===== src/rtl/notas_pkg.sv =====
// Note table and helpers shared by the tone generator and the tone receiver.
// Bit i of every 12-bit note code corresponds to entry i of FREQ_TAB.
package notas_pkg;

    localparam int N_NOTAS   = 12;
    localparam int N_VALIDAS = 8;

    // Entries 8..11 are reserved and carry no frequency.
    localparam logic [N_NOTAS-1:0][11:0] FREQ_TAB = {
        12'd0,   12'd0,   12'd0,   12'd0,
        12'd528, 12'd495, 12'd440, 12'd396,
        12'd352, 12'd330, 12'd297, 12'd264
    };

    typedef enum logic {
        INICIAL,
        MEDINDO
    } estado_t;

    // Silence limit: twice the period of the lowest note.
    function automatic int timeout_ciclos(int clock_freq);
        return 2 * (clock_freq / int'(FREQ_TAB[0]));
    endfunction

    function automatic int largura_periodo(int clock_freq);
        return $clog2(timeout_ciclos(clock_freq) + 1);
    endfunction

    function automatic logic [N_NOTAS-1:0] one_hot(logic [3:0] idx);
        one_hot = '0;
        if (int'(idx) < N_NOTAS) one_hot[idx] = 1'b1;
    endfunction

    function automatic logic [3:0] indice_de(logic [N_NOTAS-1:0] oh);
        indice_de = '0;
        for (int i = 0; i < N_NOTAS; i++) begin
            if (oh[i]) indice_de = 4'(i);
        end
    endfunction

endpackage


===== src/rtl/detector_nota_if.sv =====
// Signal bundle between the tone receiver and the game/recording logic.
// The period width follows the clock frequency, so both sides must agree on CLOCK_FREQ.
interface detector_nota_if #(
    parameter int CLOCK_FREQ = 50_000_000
);
    import notas_pkg::*;

    localparam int W = largura_periodo(CLOCK_FREQ);

    logic               habilita;
    logic               pulso;
    logic [N_NOTAS-1:0] nota;
    logic               valida;
    logic [W-1:0]       periodo;
    logic               nova_medida;

    modport master (
        output habilita, pulso,
        input  nota, valida, periodo, nova_medida
    );

    modport slave (
        input  habilita, pulso,
        output nota, valida, periodo, nova_medida
    );

endinterface


===== src/rtl/classificador_periodo.sv =====
// Combinational match of a measured period against the note windows.
// Windows are fixed at elaboration; with TOL below 3 they cannot overlap.
module classificador_periodo
    import notas_pkg::*;
#(
    parameter int CLOCK_FREQ = 50_000_000,
    parameter int TOL        = 2,
    parameter int W          = 19
) (
    input  logic [W-1:0] periodo,
    output logic         casou,
    output logic [3:0]   indice
);

    logic [N_VALIDAS-1:0] hit;

    for (genvar i = 0; i < N_VALIDAS; i++) begin : g_janela
        localparam int P = CLOCK_FREQ / int'(FREQ_TAB[i]);
        localparam int D = P * TOL / 100;
        localparam logic [W-1:0] LO = W'(P - D);
        localparam logic [W-1:0] HI = W'(P + D);
        assign hit[i] = (periodo >= LO) && (periodo <= HI);
    end

    always_comb begin
        casou  = |hit;
        indice = '0;
        for (int i = N_VALIDAS - 1; i >= 0; i--) begin
            if (hit[i]) indice = 4'(i);
        end
    end

endmodule


===== src/rtl/detector_nota.sv =====
// Tone receiver: measures the period of pulso and decodes it to a one-hot note,
// reporting it as valid only after N_CONF consecutive matching periods.
//
// state   | meaning
// INICIAL | idle, counter at 0, waiting for the first rising edge
// MEDINDO | counting cycles since the last rising edge
module detector_nota
    import notas_pkg::*;
#(
    parameter int CLOCK_FREQ = 50_000_000,
    parameter int TOL        = 2,
    parameter int N_CONF     = 2
) (
    input logic            clock,
    input logic            reset,
    detector_nota_if.slave bus
);

    localparam int TIMEOUT = timeout_ciclos(CLOCK_FREQ);
    localparam int W       = largura_periodo(CLOCK_FREQ);
    localparam int CW      = $clog2(N_CONF + 1);
    localparam logic [W-1:0]  CNT_MAX  = W'(TIMEOUT);
    localparam logic [CW-1:0] CONF_MAX = CW'(N_CONF);

    estado_t            estado, estado_next;
    logic [W-1:0]       contador, contador_next;
    logic [W-1:0]       periodo, periodo_next;
    logic               nova_medida, nova_medida_next;
    logic               sync_a, sync_b, sync_c, borda;
    logic               expirou;
    logic               limpa;
    logic               casou;
    logic [3:0]         indice;
    logic [3:0]         cand, cand_next;
    logic [CW-1:0]      conf, conf_next;
    logic [N_NOTAS-1:0] nota, nota_next;
    logic               valida, valida_next;

    assign limpa = reset | ~bus.habilita;

    // The synchronizer ignores habilita so no stale level produces a false edge on re-enable.
    always_ff @(posedge clock) begin
        if (reset) begin
            sync_a <= 1'b0;
            sync_b <= 1'b0;
            sync_c <= 1'b0;
        end else begin
            sync_a <= bus.pulso;
            sync_b <= sync_a;
            sync_c <= sync_b;
        end
    end

    always_ff @(posedge clock) begin
        if (limpa) borda <= 1'b0;
        else       borda <= sync_b & ~sync_c;
    end

    always_ff @(posedge clock) begin
        if (limpa) begin
            estado      <= INICIAL;
            contador    <= '0;
            periodo     <= '0;
            nova_medida <= 1'b0;
        end else begin
            estado      <= estado_next;
            contador    <= contador_next;
            periodo     <= periodo_next;
            nova_medida <= nova_medida_next;
        end
    end

    // An edge arriving on the saturated count still wins over the timeout.
    always_comb begin
        estado_next      = estado;
        contador_next    = contador;
        periodo_next     = periodo;
        nova_medida_next = 1'b0;
        expirou          = 1'b0;
        case (estado)
            INICIAL: begin
                contador_next = '0;
                if (borda) begin
                    contador_next = W'(1);
                    estado_next   = MEDINDO;
                end
            end
            MEDINDO: begin
                if (borda) begin
                    periodo_next     = contador;
                    nova_medida_next = 1'b1;
                    contador_next    = W'(1);
                end else if (contador == CNT_MAX) begin
                    expirou       = 1'b1;
                    contador_next = '0;
                    estado_next   = INICIAL;
                end else begin
                    contador_next = contador + 1'b1;
                end
            end
            default: estado_next = INICIAL;
        endcase
    end

    classificador_periodo #(
        .CLOCK_FREQ (CLOCK_FREQ),
        .TOL        (TOL),
        .W          (W)
    ) u_classificador (
        .periodo (periodo),
        .casou   (casou),
        .indice  (indice)
    );

    always_comb begin
        cand_next   = cand;
        conf_next   = conf;
        nota_next   = nota;
        valida_next = valida;
        if (expirou) begin
            cand_next   = '0;
            conf_next   = '0;
            nota_next   = '0;
            valida_next = 1'b0;
        end else if (nova_medida) begin
            if (!casou) begin
                conf_next   = '0;
                nota_next   = '0;
                valida_next = 1'b0;
            end else begin
                if (indice == cand && conf != '0) begin
                    conf_next = (conf == CONF_MAX) ? CONF_MAX : conf + 1'b1;
                end else begin
                    cand_next = indice;
                    conf_next = CW'(1);
                end
                if (conf_next == CONF_MAX) begin
                    nota_next   = one_hot(cand_next);
                    valida_next = 1'b1;
                end else begin
                    nota_next   = '0;
                    valida_next = 1'b0;
                end
            end
        end
    end

    always_ff @(posedge clock) begin
        if (limpa) begin
            cand   <= '0;
            conf   <= '0;
            nota   <= '0;
            valida <= 1'b0;
        end else begin
            cand   <= cand_next;
            conf   <= conf_next;
            nota   <= nota_next;
            valida <= valida_next;
        end
    end

    assign bus.nota        = nota;
    assign bus.valida      = valida;
    assign bus.periodo     = periodo;
    assign bus.nova_medida = nova_medida;

endmodule

===== src/flat_wrapper.sv =====
// flat-port wrapper written by rule: the top's interface ports become plain ports
module detector_nota_flat import notas_pkg::*;
#(
    parameter int CLOCK_FREQ = 50_000_000,
    parameter int TOL        = 2,
    parameter int N_CONF     = 2
)
  (clock, reset, bus_habilita, bus_pulso, bus_nota, bus_valida, bus_periodo, bus_nova_medida);
  detector_nota_if #(.CLOCK_FREQ(CLOCK_FREQ)) bus_i ();
  input logic clock;
  input logic reset;
  input wire logic [$bits(bus_i.habilita)-1:0] bus_habilita;
  input wire logic [$bits(bus_i.pulso)-1:0] bus_pulso;
  output wire logic [$bits(bus_i.nota)-1:0] bus_nota;
  output wire logic [$bits(bus_i.valida)-1:0] bus_valida;
  output wire logic [$bits(bus_i.periodo)-1:0] bus_periodo;
  output wire logic [$bits(bus_i.nova_medida)-1:0] bus_nova_medida;
  assign bus_i.habilita = bus_habilita;
  assign bus_i.pulso = bus_pulso;
  assign bus_nota = bus_i.nota;
  assign bus_valida = bus_i.valida;
  assign bus_periodo = bus_i.periodo;
  assign bus_nova_medida = bus_i.nova_medida;
  detector_nota #(.CLOCK_FREQ(CLOCK_FREQ), .TOL(TOL), .N_CONF(N_CONF)) u_core (.clock(clock), .reset(reset), .bus(bus_i));
endmodule

===== config.mk =====
export PLATFORM = sky130hd
export DESIGN_NAME = detector_nota_flat
export DESIGN_NICKNAME = d
export VERILOG_FILES = /design/src/rtl/notas_pkg.sv /design/src/rtl/detector_nota_if.sv /design/src/rtl/classificador_periodo.sv /design/src/rtl/detector_nota.sv /design/src/flat_wrapper.sv
export SDC_FILE = /design/constraint.sdc
export NUM_CORES = 1
export LEC_CHECK = 0
export ABC_AREA = 0
export CAP_MARGIN = 20
export CORE_ASPECT_RATIO = 2
export CORE_MARGIN = 3
export CORE_UTILIZATION = 62
export DETAILED_ROUTE_END_ITERATION = 6
export PLACE_DENSITY = 0.86
export SYNTH_ARGS = -nofsm -noshare
export SYNTH_HDL_FRONTEND = slang
export SYNTH_SLANG_ARGS = --single-unit
export TNS_END_PERCENT = 50

===== constraint.sdc =====
create_clock -name clock -period 5.8 [get_ports clock]
set_input_delay 0.58 -clock clock [delete_from_list [all_inputs] [get_ports clock]]
set_output_delay 0.58 -clock clock [all_outputs]
set_load 0.03 [all_outputs]

; After elaboration in Yosys (flattened, before gate mapping)
; Cells that the tools add are included.
[classes]
n_addsub = 2
eq_ne = 4
muxes = 36
n_lt_le_gt_ge = 19
n_reduce_logical = 16
n_bitwise = 5
[ops]
columns = op, n
row1 = $ge 19x17->1 const B, 4
row2 = $ge 19x18->1 const B, 4
row3 = $le 19x17->1 const B, 4
row4 = $le 19x18->1 const B, 4
row5 = $mux 4, 11
row6 = $mux 19, 2
row7 = $pmux 19 s2, 1
row8 = $mux 12, 3
row9 = $add 19x1->19 const B, 1
row10 = $eq 19x19->1 const B, 1
row11 = $mux 2, 6
row12 = $logic_and 1x1->1, 10
row13 = $mux 1, 10
row14 = $reduce_or 8->1, 1
row15 = $lt 4x5->1 const B, 1
row16 = $demux 1 s4, 1
row17 = $eq 2x2->1 const B, 2
row18 = $eq 4x4->1, 1
row19 = $ge 4x1->1 const B, 1
row20 = $lt 4x4->1 const B, 1
row21 = $reduce_and 2->1, 2
row22 = $reduce_or 2->1, 2
row23 = $mux 3, 1
row24 = $not 1->1, 3
row25 = other kinds (5), 5
[totals]
elab_cells = 94
ff_bits = 63
output_inout_bits = 33
inputBits = 4

; Longest topological paths before layout
; Gate-level depths: netlist of run 1.
[depth]
word_depth = 23
depth_mapped = 12
ltp_nobuf = 9

; Modules after synthesis
; Synthesis of run 1 repeated with hierarchy kept, for this count alone.
[unflattened]
hier_cells = 485
area_unflattened_um2 = 3793.6
[modules_own_cells]
columns = mod, instances, area_per_inst_um2, seq_area_each_um2, cells_per_inst
row1 = detector_nota, 1, 2581.2, 1261.2, 303
row2 = classificador_periodo, 1, 1212.4, 0.0, 182

; Worst setup path after synthesis of run 1
; No wires, ideal clock.
[synth_timing]
kind = register to register
from = reg u_core.periodo[17] (netlist: u_core.bus.periodo[17])
to = reg u_core.conf[0]
required_ps = 5683
period_less_slack_ps = 2899
setup_ps = 117
path_slack_ps = 2901
arrival_ps = 2782
stages_incl_launch_ff = 12
path_buffers = 2
cell_sequence = dfxtp_1 and4bb_1 buf_2 or3_4 a2111oi_2 or2_2 a31o_4 o2111ai_2 o41a_1 buf_6 nor2b_4 a22o_1
[synth_between]
elab_chain_len = 17
elab_cells_between_ends = 40
cone_classes = 16 x order compare / 1 x eq/ne / 13 x mux / 10 x reduce/logical
[synth_lines]
columns = item, line
row1 = "start, declared", detector_nota.sv:27  ; logic [W-1:0] periodo, periodo_next;
row2 = "start signal, assigned", detector_nota.sv:68  ; periodo <= periodo_next;
row3 = $ge 19x17->1 / $le 19x17->1 (equally long branches), classificador_periodo.sv:22  ; assign hit[i] = (periodo >= LO) && (periodo <= HI);
row4 = $logic_and 1x1->1, classificador_periodo.sv:22
row5 = $mux 3, classificador_periodo.sv:29  ; if (hit[i]) indice = 4'(i);
row6 = $mux 4 (7 in a row), classificador_periodo.sv:29
row7 = $eq 4x4->1, detector_nota.sv:131  ; if (indice == cand && conf != '0) begin
row8 = $logic_and 1x1->1, detector_nota.sv:131
row9 = $mux 2, detector_nota.sv:131
row10 = $mux 2, detector_nota.sv:126  ; if (!casou) begin
row11 = $mux 2, detector_nota.sv:125  ; end else if (nova_medida) begin
row12 = $mux 2, detector_nota.sv:120  ; if (expirou) begin
row13 = $mux 2 (*), detector_nota.sv:126
row14 = "end signal, assigned", detector_nota.sv:156  ; conf <= conf_next;
row15 = "end, declared", detector_nota.sv:35  ; logic [CW-1:0] conf, conf_next;
; Every way passes the cells marked *; elsewhere a longest branch is shown, timed or not. The select of a mux whose other input is x is not followed.
; A chain may end at the register's enable or synchronous reset.

; Worst setup path after layout of run 1
[layout_timing]
from = reg u_core.periodo[10] (netlist: u_core.bus.periodo[10])
to = reg u_core.nota[7] (netlist: u_core.bus.nota[7])
[layout_between]
elab_chain_len = 23
elab_cells_between_ends = 53
cone_classes = 19 x order compare / 2 x eq/ne / 21 x mux / 11 x reduce/logical
[layout_lines]
columns = item, line
row1 = $ge 19x17->1 / $le 19x17->1 (equally long branches), classificador_periodo.sv:22
row2 = $logic_and 1x1->1, classificador_periodo.sv:22
row3 = $mux 3, classificador_periodo.sv:29
row4 = $mux 4 (7 in a row), classificador_periodo.sv:29
row5 = $eq 4x4->1, detector_nota.sv:131
row6 = $logic_and 1x1->1, detector_nota.sv:131
row7 = $mux 4, detector_nota.sv:131
row8 = $mux 4, detector_nota.sv:126
row9 = $mux 4, detector_nota.sv:125
row10 = $mux 4, detector_nota.sv:120
row11 = $lt 4x5->1 (implied by the code) / $ge 4x1->1 (equally long branches), notas_pkg.sv:31  ; if (int'(idx) < N_NOTAS) one_hot[idx] = 1'b1;
row12 = $logic_and 1x1->1 (implied by the code), notas_pkg.sv:31
row13 = $mux 1 (implied by the code), notas_pkg.sv:31
row14 = $demux 1 s4, -
row15 = $mux 12, notas_pkg.sv:31
row16 = $mux 12, detector_nota.sv:137  ; if (conf_next == CONF_MAX) begin
row17 = $mux 12 (*), detector_nota.sv:126
row18 = "end signal, assigned", detector_nota.sv:157  ; nota <= nota_next;
row19 = "end, declared", detector_nota.sv:36  ; logic [N_NOTAS-1:0] nota, nota_next;
; Marks and branches as above.

==> results of run 1 <==
## cell families after synthesis
group                      count (synthesis)  share of synthesized area [%]
adders and majority gates                  3                           1.01
xor gates and xnor gates                  16                           3.78
AOI/OAI and AO/OA                        108                           19.9
DFF                                       63                           34.0
and+or+nand+nor                          239                           35.4
muxes                                      1                          0.270
buffers and inverters                     46                           5.60
## state kept, by name (all words and copies together), names as in the netlist
register / flops
u_core.sync_c: 1
u_core.bus.periodo: 19
u_core.bus.nova_medida: 1
u_core.sync_b: 1
u_core.borda: 1
u_core.estado: 1
u_core.contador: 19
u_core.bus.nota: 12
u_core.sync_a: 1
u_core.conf: 2
u_core.cand: 4
u_core.bus.valida: 1
## power by group through the flow
stage | Combinational, mW | Sequential, mW | Clock [mW]
2_1_floorplan | 0.00530 | 0.444 | 0
3_3_place_gp | 0.00843 | 0.444 | 0
3_5_place_dp | 0.00894 | 0.444 | 0
4_1_cts | 0.00905 | 0.435 | 0.617
5_1_grt | 0.00985 | 0.435 | 0.635
6_report | 0.00904 | 0.435 | 0.619
## metrics by stage
stage	hold slack (ns)	power (mW)	utilization, %	setup WS (ns)
finish	0.453	1.06	74.8	1.87
global route	0.473	1.08	74.8	1.58
CTS	0.460	1.06	74.8	2.13
detailed placement	0.440	0.453	69.0	2.18
global placement	0.432	0.452	69.0	2.27
floorplan	0.414	0.449	-	2.90
## tightest hold or removal path, delay by kind of cell, from the launching register on
| family | cells | cell delay [ns] |
|---|---|---|
| AOI/OAI and AO/OA | 1 | 0.06 |
| and+or+nand+nor | 1 | 0.05 |
| DFF | 1 | 0.32 |
## synthesized netlist by cell type (8+ instances only)
cell                        n
sky130_fd_sc_hd__buf_2     10
sky130_fd_sc_hd__nor3_1     8
sky130_fd_sc_hd__a21oi_1   31
sky130_fd_sc_hd__nor2_1    40
sky130_fd_sc_hd__clkbuf_1  24
sky130_fd_sc_hd__xor2_1    10
sky130_fd_sc_hd__nor4bb_1   8
sky130_fd_sc_hd__dfxtp_1   63
sky130_fd_sc_hd__nand2_1   71
sky130_fd_sc_hd__nand3_1   21
sky130_fd_sc_hd__nor2b_1    9
sky130_fd_sc_hd__nand4_1   16
sky130_fd_sc_hd__o21ai_0   19
## path summary, 6_finish.rpt
| kind | start | end | slack (ns) | cells after the start |
|---|---|---|---|---|
| worst min register to register | u_core.bus.nota[5] | u_core.bus.nota[5] | 0.45 | 2 |
| worst min-delay path | u_core.bus.nota[5] | u_core.bus.nota[5] | 0.45 | 2 |
| worst max-delay path | u_core.bus.periodo[10] | u_core.bus.nota[7] | 1.87 | 9 |
| worst max register to register | u_core.bus.periodo[10] | u_core.bus.nota[7] | 1.87 | 9 |
## layout by cell type, fill, tap and decap left out, types with 6 or more instances in the layout
cell | Yosys | routed
sky130_fd_sc_hd__nor3_1 | 8 | 8
sky130_fd_sc_hd__dfxtp_1 | 63 | 63
sky130_fd_sc_hd__nand2_1 | 71 | 71
sky130_fd_sc_hd__or4_1 | 6 | 6
sky130_fd_sc_hd__xnor2_1 | 6 | 6
sky130_fd_sc_hd__a31oi_1 | 7 | 7
sky130_fd_sc_hd__nor2b_1 | 9 | 9
sky130_fd_sc_hd__clkdlybuf4s50_1 | 0 | 36
sky130_fd_sc_hd__nor4bb_1 | 8 | 8
sky130_fd_sc_hd__or3_1 | 6 | 6
sky130_fd_sc_hd__a21oi_1 | 31 | 31
sky130_fd_sc_hd__o21ai_0 | 19 | 19
sky130_fd_sc_hd__clkbuf_16 | 0 | 9
sky130_fd_sc_hd__o31ai_1 | 7 | 7
sky130_fd_sc_hd__and2_1 | 7 | 7
sky130_fd_sc_hd__inv_1 | 6 | 6
sky130_fd_sc_hd__nand4_1 | 16 | 16
sky130_fd_sc_hd__nor3b_1 | 7 | 7
sky130_fd_sc_hd__nor2_1 | 40 | 40
sky130_fd_sc_hd__nand3_1 | 21 | 21
sky130_fd_sc_hd__xor2_1 | 10 | 10
## layout make-up
class	instances	area, um2	share of cell area [%]
Tap cell	61	76.3	1.77
Clock buffer	10	239	5.55
Inverter	6	22.5	0.523
Timing Repair Buffer	38	375	8.71
Multi-Input combinational cell	367	2240	52.0
Sequential cell	63	1260	29.3
Clock inverter	4	95.1	2.21
## layer usage
layer / share of wire (%) / vias to the layer above / GRT usage [%] / wire length (um)
met2: 53 / 205 / 67.5 / 6680
met1: 30 / 1766 / 36.3 / 3800
met3: 8.1 / 83 / 15.1 / 1020
li1: - / 1757 / - / -
met4: 8.7 / 0 / 30.2 / 1100
met5: 0 / - / 0 / 0
==> out/summary.txt, run 1 <==
TIMING
--------------------------------------------------------------------------------------------------
Min Tclk post-route                                                                        3.93 ns
Fmax                                                                                     0.254 GHz
Setup repair after global routing missed its margin                                          false
Final period utilization                                                                     67.8%
Aggregate negative setup slack                                                                0 ns
Relative slew slack                                                                          40.9%
Number of setup violations in the final report                                                   0
Hold Fails Final Rpt                                                                             0
Worst-margin pin slew                                                                     0.884 ns
Number of pins with negative max-slew slack in the final report                                  0
Layout Skew                                                                             0.00644 ns

SYNTH
--------------------------------------------------------------------------------------------------
Cells taking the most area after synthesis                                            sky130_fd_sc_hd__dfxtp_1 (34%), sky130_fd_sc_hd__nand2_1 (7.2%), sky130_fd_sc_hd__a21oi_1 (4.2%)
Top FF cell, synth                                                                    sky130_fd_sc_hd__dfxtp_1
Cell Area, Synth                                                                          3710 um2
Number of enable flip-flop cells after synthesis                                                 0
Synth cell types                                                                                69
Post-synthesis net count                                                                       483
Number of instances in the synthesized netlist                                                 476
Fraction of the yosys area taken by sequential cells                                         34.0%
Area share of the largest cell type after synthesis                                          34.0%
Register bit total from synthesis                                                               63
Library cell with the largest summed area after synthesis                             sky130_fd_sc_hd__dfxtp_1
Share of synthesized flip-flops with an asynchronous set or reset                               0%
Warnings from Yosys                                                                              0
Mean instance size in the synthesized netlist                                             7.79 um2

ROUTE
--------------------------------------------------------------------------------------------------
First DRT Iteration DRCs                                                                       357
ANT nets after route                                                                             0
Detail-routed net length per standard cell                                                 22.9 um
Detailed-route vias per instance                                                              6.94
Number of DRC violations after detailed routing                                                  0
Number of detailed-route iterations in the first pass                                            5
Total Wirelength                                                                           12.6 mm
Vias post-DR                                                                                  3811

PLACEMENT
--------------------------------------------------------------------------------------------------
Placed Area                                                                               3970 um2
Cell Count Post-Placement                                                                      535
Weighted congestion at the end of routability-driven global placement                        0.967
HPWL after DPL                                                                             9.17 mm
Count of input and output buffers                                                               36

GRT
--------------------------------------------------------------------------------------------------
Total track usage                                                                            39.8%
Global route total overflow                                                                      0
Number of global-route vias before repair                                                     3806
Number of antenna violations at the first check in global routing                                0
Wire length of the first global-routing pass                                               20.2 mm
Pin count of the biggest net entering global routing                                            25

POWER
--------------------------------------------------------------------------------------------------
P per Cell Area                                                                         247 nW/um2
Clock power frac                                                                             58.2%
IR Drop Worst-Case VDD                                                                    0.231 mV
Fraction of power spent switching nets                                                       18.8%
Combinational fraction of design power                                                        0.9%
Cell internal power dissipation                                                           0.863 mW
Switching pwr                                                                             0.200 mW
Sequential share of power                                                                    40.9%
Leak pwr                                                                                   1.35 nW

JOB
--------------------------------------------------------------------------------------------------
Max_cap viols                                                                                    0

FINAL LAYOUT
--------------------------------------------------------------------------------------------------
P&R area growth vs syn                                                                       16.2%
Finished layout cell area                                                                 4310 um2
Antenna Diode Count                                                                              0
Filler instances                                                                               431
Number of nets in the layout                                                                   492
Final instance count without filler cells                                                      549
Fraction of final layout cells sized beyond drive strength 1                                 6.76%

WORST HOLD PATH
--------------------------------------------------------------------------------------------------
Hold/Removal Path Class                                                                 reg -> reg

CRITICAL PATH
--------------------------------------------------------------------------------------------------
Maximum fanout count along the critical path                                                    24
Critical path data arrival time                                                            4.17 ns
Series of cell instances along the critical path                                      inv_1 > nor3b_1 > o2111ai_1 > a31oi_1 > nor2_1 > nor4_2 > xor2_1 > nand4_1 > o31ai_1
Data required, critical path                                                               6.04 ns
CP peak stage delay                                                                        0.85 ns
Cell with the largest stage delay on the worst path                                   sky130_fd_sc_hd__dfxtp_1
Startpoint Class                                                                          register
Crit end category                                                                         register
Critical path's top delay family                                                      simple AND/OR/NAND/NOR gates
CP Class                                                                                reg -> reg
Worst Path Buf+Inv                                                                               1

CLOCKING
--------------------------------------------------------------------------------------------------
Buffers inserted by post-CTS timing repair                                                       0
H-tree Lvls                                                                                      3
Worst-case clock buffer depth                                                                    2
Clock Tree Root                                                                       sky130_fd_sc_hd__clkbuf_16
Clock tree from TritonCTS                                                                      yes
Insertion delay of the later-clocked pin in the worst-skew pair                            0.34 ns
Number of gates resized after cts                                                                0
Clock transition time at the flip-flop clock pins of the worst setup and hold paths        0.06 ns
Clock sink count                                                                                63
# hold bufs at CTS                                                                               0
Number of buffers added by the clock tree synthesis step                                         9

FLOORPLANNING
--------------------------------------------------------------------------------------------------
Effective utilization at floorplan                                                           64.4%
Height of the chip                                                                          115 um
Core area                                                                                 5760 um2
X dimension of the die                                                                     60.7 um
Site Rows                                                                                       39
Num ports                                                                                       37
Die area                                                                                  7000 um2

STATUS
--------------------------------------------------------------------------------------------------
Run status                                                                               completed

Note: power is estimated with default switching activity, not from simulation.
==> run 2: changes to the inputs <==
--- a/config.mk
+++ b/config.mk
@@ -9,9 +9,9 @@
 export CAP_MARGIN = 20
 export CORE_ASPECT_RATIO = 2
 export CORE_MARGIN = 3
-export CORE_UTILIZATION = 62
+export CORE_UTILIZATION = 52
 export DETAILED_ROUTE_END_ITERATION = 6
-export PLACE_DENSITY = 0.86
+export PLACE_DENSITY = 0.77
 export SYNTH_ARGS = -nofsm -noshare
 export SYNTH_HDL_FRONTEND = slang
 export SYNTH_SLANG_ARGS = --single-unit
==> constraint.sdc (replaced) <==
create_clock -name clock -period 3.2 [get_ports clock]
set_input_delay 0.32 -clock clock [delete_from_list [all_inputs] [get_ports clock]]
set_output_delay 0.32 -clock clock [all_outputs]
set_load 0.03 [all_outputs]
==> run 2 against run 1 <==
First-iteration DRC count fell by 34%. Critical endpoint is now u_core.bus.nota[1]. Largest power group unchanged. Critical path depth did not move. Total power rose by 65%. Setup slack got worse by 1.7 ns. Via count rose by 1.9%. Clock power rose by 53%. Clock skew fell by 0.0014 ns.
==> out/summary.txt, run 2 (same netlist as run 1, synthesis figures left out) <==
STATUS
--------------------------------------------------------------------------------------------------
Run status                                                                               completed   unchanged

FINAL LAYOUT
--------------------------------------------------------------------------------------------------
Finished layout cell area                                                                 4590 um2   was 4310 um2
Fraction of final layout cells sized beyond drive strength 1                                 14.6%   was 6.76%
Leading cell types in the layout, fill and taps excluded                              sky130_fd_sc_hd__nand2_1 (71), sky130_fd_sc_hd__dfxtp_1 (58), sky130_fd_sc_hd__nor2_1 (40), sky130_fd_sc_hd__clkdlybuf4s50_1 (36), sky130_fd_sc_hd__buf_4 (34)   was sky130_fd_sc_hd__nand2_1 (71), sky130_fd_sc_hd__dfxtp_1 (63), sky130_fd_sc_hd__nor2_1 (40), sky130_fd_sc_hd__clkdlybuf4s50_1 (36), sky130_fd_sc_hd__a21oi_1 (31)
Final instance count without filler cells                                                      611   was 549
P&R area growth vs syn                                                                       23.8%   was 16.2%
Antenna Diode Count                                                                              0   unchanged
Largest registers                                                                     u_core.bus.periodo (19), u_core.contador (19), u_core.bus.nota (12)   unchanged
Number of nets in the layout                                                                   525   was 492
Commonest non-fill, non-tap cell in the layout                                        sky130_fd_sc_hd__nand2_1   unchanged

CRITICAL PATH
--------------------------------------------------------------------------------------------------
Maximum fanout count along the critical path                                                    12   was 24
Startpoint Class                                                                          register   unchanged
Critical Path Most Common Cell                                                        sky130_fd_sc_hd__nand2_1
Startpoint of the lowest-slack register-to-register path                              u_core.bus.periodo[5]   was u_core.bus.periodo[10]
Slack of the worst reg-to-reg path                                                         0.20 ns   was 1.87 ns
CP Class                                                                                reg -> reg   unchanged
Series of cell instances along the critical path                                      buf_4 > nor4bb_1 > nand2_1 > or4_1 > a31o_4 > o2111ai_2 > o41a_1 > nand2_1 > o31ai_1   was inv_1 > nor3b_1 > o2111ai_1 > a31oi_1 > nor2_1 > nor4_2 > xor2_1 > nand4_1 > o31ai_1
Launch point of the critical path                                                     u_core.bus.periodo[5]   was u_core.bus.periodo[10]
Data required, critical path                                                               3.44 ns   was 6.04 ns
Worst Reg2Reg Path Length in Cells                                                               9   unchanged
Crit end category                                                                         register   unchanged
Destination of the worst register-to-register timing path                             u_core.bus.nota[1]   was u_core.bus.nota[7]
CP peak stage delay                                                                        0.57 ns   was 0.85 ns
End point of the critical path                                                        u_core.bus.nota[1]   was u_core.bus.nota[7]
Cell with the largest stage delay on the worst path                                   sky130_fd_sc_hd__or4_1   was sky130_fd_sc_hd__dfxtp_1
Critical path data arrival time                                                            3.24 ns   was 4.17 ns

TIMING
--------------------------------------------------------------------------------------------------
Hold Fails Final Rpt                                                                             0   unchanged
Final period utilization                                                                     93.9%   was 67.8%
Number of pins with negative max-slew slack in the final report                                  0   unchanged
Min Tclk post-route                                                                        3.00 ns   was 3.93 ns
Layout Skew                                                                             0.00505 ns   was 0.00644 ns
Worst-margin pin slew                                                                     0.856 ns   was 0.884 ns
Setup repair after global routing missed its margin                                          false   unchanged
Aggregate negative setup slack                                                                0 ns   unchanged
Fmax                                                                                     0.333 GHz   was 0.254 GHz
Relative slew slack                                                                          42.7%   was 40.9%
Number of setup violations in the final report                                                   0   unchanged

CLOCKING
--------------------------------------------------------------------------------------------------
Buffers inserted by post-CTS timing repair                                                       0   unchanged
H-tree Lvls                                                                                      3   unchanged
Clock sink count                                                                                63   unchanged
Insertion delay of the later-clocked pin in the worst-skew pair                            0.34 ns   about the same
Clock tree from TritonCTS                                                                      yes   unchanged
Number of buffers added by the clock tree synthesis step                                         9   unchanged
Worst-case clock buffer depth                                                                    2   unchanged
Clock Tree Root                                                                       sky130_fd_sc_hd__clkbuf_16   unchanged
Clock transition time at the flip-flop clock pins of the worst setup and hold paths        0.05 ns   was 0.06 ns

FLOORPLANNING
--------------------------------------------------------------------------------------------------
Effective utilization at floorplan                                                           53.4%   was 64.4%
Die area                                                                                  8240 um2   was 7000 um2
Num ports                                                                                       37   unchanged
Height of the chip                                                                          125 um   was 115 um
X dimension of the die                                                                     65.7 um   was 60.7 um
Site Rows                                                                                       43   was 39
Core area                                                                                 6940 um2   was 5760 um2

POWER
--------------------------------------------------------------------------------------------------
Leak pwr                                                                                   1.50 nW   was 1.35 nW
IR Drop Worst-Case VDD                                                                    0.451 mV   was 0.231 mV
P per Cell Area                                                                         382 nW/um2   was 247 nW/um2
Overall power                                                                              1.75 mW   was 1.06 mW

PLACEMENT
--------------------------------------------------------------------------------------------------
Placed Area                                                                               4270 um2   was 3970 um2
Weighted congestion at the end of routability-driven global placement                         1.08   was 0.967
Count of input and output buffers                                                               36   unchanged
HPWL after DPL                                                                             9.04 mm   was 9.17 mm
Cell Count Post-Placement                                                                      597   was 535

ROUTE
--------------------------------------------------------------------------------------------------
ANT nets after route                                                                             0   unchanged
WL met1                                                                                    3.78 mm   was 3.80 mm
Number of detailed-route iterations in the first pass                                            5   unchanged
Number of DRC violations after detailed routing                                                  0   unchanged
Detailed-route vias per instance                                                              6.36   was 6.94
Uppermost layer routed                                                                        met4   unchanged
Routed length on met3                                                                       712 um   was 1.02 mm
Vias post-DR                                                                                  3883   was 3811
Total Wirelength                                                                           11.9 mm   was 12.6 mm
First DRT Iteration DRCs                                                                       237   was 357
Amount of wire on met2 after detailed routing                                              6.23 mm   was 6.68 mm
Detail-routed net length per standard cell                                                 19.5 um   was 22.9 um

WORST HOLD PATH
--------------------------------------------------------------------------------------------------
Hold/Removal Path Class                                                                 reg -> reg   unchanged

GRT
--------------------------------------------------------------------------------------------------
Pin count of the biggest net entering global routing                                            23   was 25
Number of global-route vias before repair                                                     3772   was 3806
Global route total overflow                                                                      0   unchanged
Number of antenna violations at the first check in global routing                                0   unchanged
Wire length of the first global-routing pass                                               19.3 mm   was 20.2 mm
Total track usage                                                                            31.1%   was 39.8%

JOB
--------------------------------------------------------------------------------------------------
Max_cap viols                                                                                    0   unchanged

[run 2: cell count changes in the layout (fill, tap and decap cells not counted), moves of 2 or more]
cell and change:
sky130_fd_sc_hd__nor3_2 +2, sky130_fd_sc_hd__buf_4 +32, sky130_fd_sc_hd__dfxtp_2 +5, sky130_fd_sc_hd__nor3_1 -2, sky130_fd_sc_hd__bufinv_16 -2, sky130_fd_sc_hd__dfxtp_1 -5
[run 2: layout make-up]
type                       count  area, um2
clock buffer                  10        239
clock inverter                 4       47.5
fill                         575       2350
inverter                       6       22.5
multi-input combinational    367       2270
sequential                    63       1270
tap                           90        113
timing repair buffer          71        636
[run 2: what timing repair did]
| item | CTS | global route |
|---|---|---|
| resized for setup | 0 | 11 |
| endpoints found under the setup margin | 0 | 12 |
| hold buffers | 0 | 0 |
[run 2: report_power, final]
| part | switching [mW] | leakage, nW | internal [mW] |
|---|---|---|---|
| logic | 0.0110 | 0.853 | 0.00695 |
| registers | 0.000819 | 0.510 | 0.787 |
| clock network | 0.336 | 0.140 | 0.611 |
| total | 0.348 | 1.50 | 1.41 |
[run 2: metal layers]
layer | vias to the layer above | GRT usage, %
met4 | 0 | 27.0
met1 | 1784 | 29.2
met3 | 79 | 7.10
met2 | 204 | 53.7
met5 | - | 0
li1 | 1816 | -
[run 2: worst min-delay path by stage]
stage                             start                  end  slack [ns]  cells past startpoint
floorplan                         reset        u_core.sync_a        0.39                      1
global route        u_core.bus.nota[10]  u_core.bus.nota[10]        0.47                      1
global placement          u_core.sync_a        u_core.sync_b        0.43                      1
CTS                  u_core.bus.nota[6]   u_core.bus.nota[6]        0.45                      2
detailed placement   u_core.bus.nota[6]   u_core.bus.nota[6]        0.44                      2
finish               u_core.bus.nota[6]   u_core.bus.nota[6]        0.45                      2
[run 2: per-stage QoR]
step           util (%)  hold WS [ns]  setup WS, ns
2_1_floorplan         -         0.392         0.301
3_3_place_gp       61.5         0.432         0.182
3_5_place_dp       61.5         0.440         0.145
4_1_cts            65.7         0.452        0.0359
5_1_grt            66.1         0.474      0.000250
6_report           66.1         0.449         0.196
[run 2: critical path, delay by kind of cell (launching register included)]
family,cells,cell delay (ns)
simple gates,4,1.30
compound gates,4,1.01
flops,1,0.38
buf+inv,1,0.22
==> run 3: changes to the inputs <==
--- a/config.mk
+++ b/config.mk
@@ -5,13 +5,14 @@
 export SDC_FILE = /design/constraint.sdc
 export NUM_CORES = 1
 export LEC_CHECK = 0
-export ABC_AREA = 0
+export ABC_AREA = 1
 export CAP_MARGIN = 20
 export CORE_ASPECT_RATIO = 2
 export CORE_MARGIN = 3
 export CORE_UTILIZATION = 52
+export CTS_CLUSTER_SIZE = 40
 export DETAILED_ROUTE_END_ITERATION = 6
-export PLACE_DENSITY = 0.77
+export PLACE_DENSITY = 0.76
 export SYNTH_ARGS = -nofsm -noshare
 export SYNTH_HDL_FRONTEND = slang
 export SYNTH_SLANG_ARGS = --single-unit
==> run 3 against run 2 <==
Wire length rose by 28%. Synthesized cell count is 39% higher. Count of clock-buffer cells in the layout up 3. Largest power group unchanged.
==> out/summary.txt, run 3 <==
STATUS
--------------------------------------------------------------------------------------------------
Run status                                                                               completed   unchanged

CLOCKING
--------------------------------------------------------------------------------------------------
Buffers inserted by post-CTS timing repair                                                       0   unchanged
Clock transition time at the flip-flop clock pins of the worst setup and hold paths        0.05 ns   about the same
Clock Tree Root                                                                       sky130_fd_sc_hd__clkbuf_16   unchanged
Insertion delay of the later-clocked pin in the worst-skew pair                            0.33 ns   was 0.34 ns
Number of buffers added by the clock tree synthesis step                                         9   unchanged
Clock tree from TritonCTS                                                                      yes   unchanged
Worst-case clock buffer depth                                                                    2   unchanged
H-tree Lvls                                                                                      3   unchanged
Clock sink count                                                                                63   unchanged

SYNTH
--------------------------------------------------------------------------------------------------
Top post-synthesis cells by count                                                     sky130_fd_sc_hd__nand2_1 (186), sky130_fd_sc_hd__nor2_1 (101), sky130_fd_sc_hd__inv_1 (69), sky130_fd_sc_hd__dfxtp_1 (63), sky130_fd_sc_hd__nand3_1 (45)   was sky130_fd_sc_hd__nand2_1 (71), sky130_fd_sc_hd__dfxtp_1 (63), sky130_fd_sc_hd__nor2_1 (40), sky130_fd_sc_hd__a21oi_1 (31), sky130_fd_sc_hd__clkbuf_1 (24)
Number of enable flip-flop cells after synthesis                                                 0   unchanged
Cells taking the most area after synthesis                                            sky130_fd_sc_hd__dfxtp_1 (32%), sky130_fd_sc_hd__nand2_1 (18%), sky130_fd_sc_hd__nor2_1 (9.6%)   was sky130_fd_sc_hd__dfxtp_1 (34%), sky130_fd_sc_hd__nand2_1 (7.2%), sky130_fd_sc_hd__a21oi_1 (4.2%)
Post-synthesis net count                                                                       669   was 483
Register bit total from synthesis                                                               63   unchanged
Warnings from Yosys                                                                              0   unchanged
Most common cell in the netlist                                                       sky130_fd_sc_hd__nand2_1   unchanged
Top FF cell, synth                                                                    sky130_fd_sc_hd__dfxtp_1   unchanged
Share of synthesized flip-flops with an asynchronous set or reset                               0%   unchanged
Synth cell types                                                                                33   was 69
Cell Area, Synth                                                                          3960 um2   was 3710 um2
Area share of the largest cell type after synthesis                                          31.9%   was 34.0%
Number of instances in the synthesized netlist                                                 662   was 476
Fraction of the yosys area taken by sequential cells                                         31.9%   was 34.0%
Library cell with the largest summed area after synthesis                             sky130_fd_sc_hd__dfxtp_1   unchanged
Mean instance size in the synthesized netlist                                             5.98 um2   was 7.79 um2

TIMING
--------------------------------------------------------------------------------------------------
Number of pins with negative max-slew slack in the final report                                  0   unchanged
Setup repair after global routing missed its margin                                          false   unchanged
Number of setup violations in the final report                                                   0   unchanged
Final period utilization                                                                     90.8%   was 93.9%
Aggregate negative setup slack                                                                0 ns   unchanged
Relative slew slack                                                                          53.7%   was 42.7%
Layout Skew                                                                             0.00346 ns   was 0.00505 ns
Hold Fails Final Rpt                                                                             0   unchanged
Fmax                                                                                     0.344 GHz   was 0.333 GHz
Worst-margin pin slew                                                                     0.689 ns   was 0.856 ns
Min Tclk post-route                                                                        2.90 ns   was 3.00 ns
Final worst-path setup slack                                                              0.295 ns   was 0.196 ns

POWER
--------------------------------------------------------------------------------------------------
IR Drop Worst-Case VDD                                                                    0.449 mV   was 0.451 mV
Overall power                                                                              1.70 mW   was 1.75 mW
P per Cell Area                                                                         364 nW/um2   was 382 nW/um2
Leak pwr                                                                                   1.94 nW   was 1.50 nW

FLOORPLANNING
--------------------------------------------------------------------------------------------------
Core area                                                                                 7320 um2   was 6940 um2
Num ports                                                                                       37   unchanged
Site Rows                                                                                       44   was 43
Effective utilization at floorplan                                                           54.0%   was 53.4%
X dimension of the die                                                                     67.7 um   was 65.7 um
Height of the chip                                                                          129 um   was 125 um
Die area                                                                                  8760 um2   was 8240 um2

FINAL LAYOUT
--------------------------------------------------------------------------------------------------
Commonest non-fill, non-tap cell in the layout                                        sky130_fd_sc_hd__nand2_1   unchanged
Final instance count without filler cells                                                      794   was 611
Largest registers                                                                     u_core.bus.periodo (19), u_core.contador (19), u_core.bus.nota (12)   unchanged
P&R area growth vs syn                                                                       18.0%   was 23.8%
Fraction of final layout cells sized beyond drive strength 1                                 6.98%   was 14.6%
Leading cell types in the layout, fill and taps excluded                              sky130_fd_sc_hd__nand2_1 (186), sky130_fd_sc_hd__nor2_1 (101), sky130_fd_sc_hd__inv_1 (69), sky130_fd_sc_hd__dfxtp_1 (63), sky130_fd_sc_hd__nand3_1 (45)   was sky130_fd_sc_hd__nand2_1 (71), sky130_fd_sc_hd__dfxtp_1 (58), sky130_fd_sc_hd__nor2_1 (40), sky130_fd_sc_hd__clkdlybuf4s50_1 (36), sky130_fd_sc_hd__buf_4 (34)
Number of nets in the layout                                                                   704   was 525
Antenna Diode Count                                                                              0   unchanged
Finished layout cell area                                                                 4670 um2   was 4590 um2

PLACEMENT
--------------------------------------------------------------------------------------------------
Worst slack, placed                                                                       0.508 ns   was 0.145 ns
HPWL after DPL                                                                             11.5 mm   was 9.04 mm
Count of input and output buffers                                                               36   unchanged
Weighted congestion at the end of routability-driven global placement                         1.11   was 1.08
Placed Area                                                                               4390 um2   was 4270 um2
Cell Count Post-Placement                                                                      778   was 597

CRITICAL PATH
--------------------------------------------------------------------------------------------------
Maximum fanout count along the critical path                                                     8   was 12
Data required, critical path                                                               3.47 ns   was 3.44 ns
Critical path data arrival time                                                            3.18 ns   was 3.24 ns
CP Class                                                                                reg -> reg   unchanged
Startpoint Class                                                                          register   unchanged
Crit end category                                                                         register   unchanged

WORST HOLD PATH
--------------------------------------------------------------------------------------------------
Hold/Removal Path Class                                                                 reg -> reg   unchanged

GRT
--------------------------------------------------------------------------------------------------
Number of antenna violations at the first check in global routing                                0   unchanged
Wire length of the first global-routing pass                                               24.5 mm   was 19.3 mm
Pin count of the biggest net entering global routing                                            36   was 23
Number of global-route vias before repair                                                     4585   was 3772
Global route total overflow                                                                      0   unchanged
Total track usage                                                                            38.9%   was 31.1%

ROUTE
--------------------------------------------------------------------------------------------------
Total Wirelength                                                                           15.2 mm   was 11.9 mm
Number of detailed-route iterations in the first pass                                            6   was 5
Detail-routed net length per standard cell                                                 19.2 um   was 19.5 um
Vias post-DR                                                                                  4692   was 3883
ANT nets after route                                                                             0   unchanged
Number of DRC violations after detailed routing                                                  0   unchanged
Detailed-route vias per instance                                                              5.91   was 6.36
First DRT Iteration DRCs                                                                       540   was 237

JOB
--------------------------------------------------------------------------------------------------
Max_cap viols                                                                                    0   unchanged

run 3: cell types whose count changed after synthesis, sizes merged, moves of 10 or more:
cell / delta
nor3: +21
nand2: +123
nor2: +73
clkbuf: -18
nand3: +26
o21ai: +17
inv: +69
nor2b: -10
run 3: area by class of cell:
| class | instances | area (um2) |
|---|---|---|
| fillers | 695 | 2650 |
| multi-input cells | 506 | 2330 |
| flip-flops and latches | 63 | 1260 |
| repair buffers | 40 | 390 |
| inverters | 77 | 290 |
| clock buffers | 13 | 260 |
| well taps | 92 | 115 |
| clock inverters | 3 | 17.5 |
run 3: path summary, 6_finish.rpt:
path | start | endpoint | slack (ns) | cells past startpoint
max | u_core.bus.periodo[8] | u_core.bus.nota[3] | 0.30 | 16
min | u_core.sync_a | u_core.sync_b | 0.41 | 2
max reg2reg | u_core.bus.periodo[8] | u_core.bus.nota[3] | 0.30 | 16
min reg2reg | u_core.sync_a | u_core.sync_b | 0.41 | 2
run 3: critical path, stage by stage (launching register included):
cell and delay (ns):
sky130_fd_sc_hd__dfxtp_1 0.57, sky130_fd_sc_hd__inv_2 0.15, sky130_fd_sc_hd__nor2_2 0.23, sky130_fd_sc_hd__nand2_1 0.25, sky130_fd_sc_hd__nor2_1 0.42, sky130_fd_sc_hd__nand3_1 0.14
sky130_fd_sc_hd__nand3_1 0.08, sky130_fd_sc_hd__nand2_1 0.06, sky130_fd_sc_hd__nand2_1 0.10, sky130_fd_sc_hd__nor2_4 0.07, sky130_fd_sc_hd__nand2_1 0.08, sky130_fd_sc_hd__nand2_2 0.07
sky130_fd_sc_hd__nor2_1 0.17, sky130_fd_sc_hd__nand3_2 0.12, sky130_fd_sc_hd__nor2_2 0.16, sky130_fd_sc_hd__nand3_1 0.10, sky130_fd_sc_hd__nand2_1 0.09
run 3: metrics by stage:
| step | utilization (%) | hold WS, ns |
|---|---|---|
| after floorplan | - | 0.373 |
| after global placement | 59.9 | 0.388 |
| after detailed placement | 59.9 | 0.388 |
| after CTS | 63.7 | 0.411 |
| after global routing | 63.8 | 0.433 |
| final | 63.8 | 0.407 |
run 3: timing repair:
action,CTS,global route
gates resized for setup,0,1
hold buffers,0,0
setup endpoints to repair,0,8
run 3: kinds of logic after synthesis:
group | count (synthesis) | share of synthesized area (%)
and+or+nand+nor | 416 | 46.1
buffers and inverters | 93 | 9.26
AOI/OAI and AO/OA | 85 | 11.2
DFF | 63 | 31.9
adders and majority gates | 3 | 0.949
xor gates and xnor gates | 2 | 0.632
run 3: metal layers:
metal / global-route usage [%] / wire, um
met5: 0 / 0
met4: 33.4 / 1460
met3: 15.0 / 1260
met2: 61.9 / 7600
met1: 37.9 / 4920
run 3: power by group:
part / internal, mW / switching [mW]
Combinational: 0.00856 / 0.0173
Clock: 0.563 / 0.322
Sequential: 0.788 / 0.00101
Total: 1.36 / 0.340
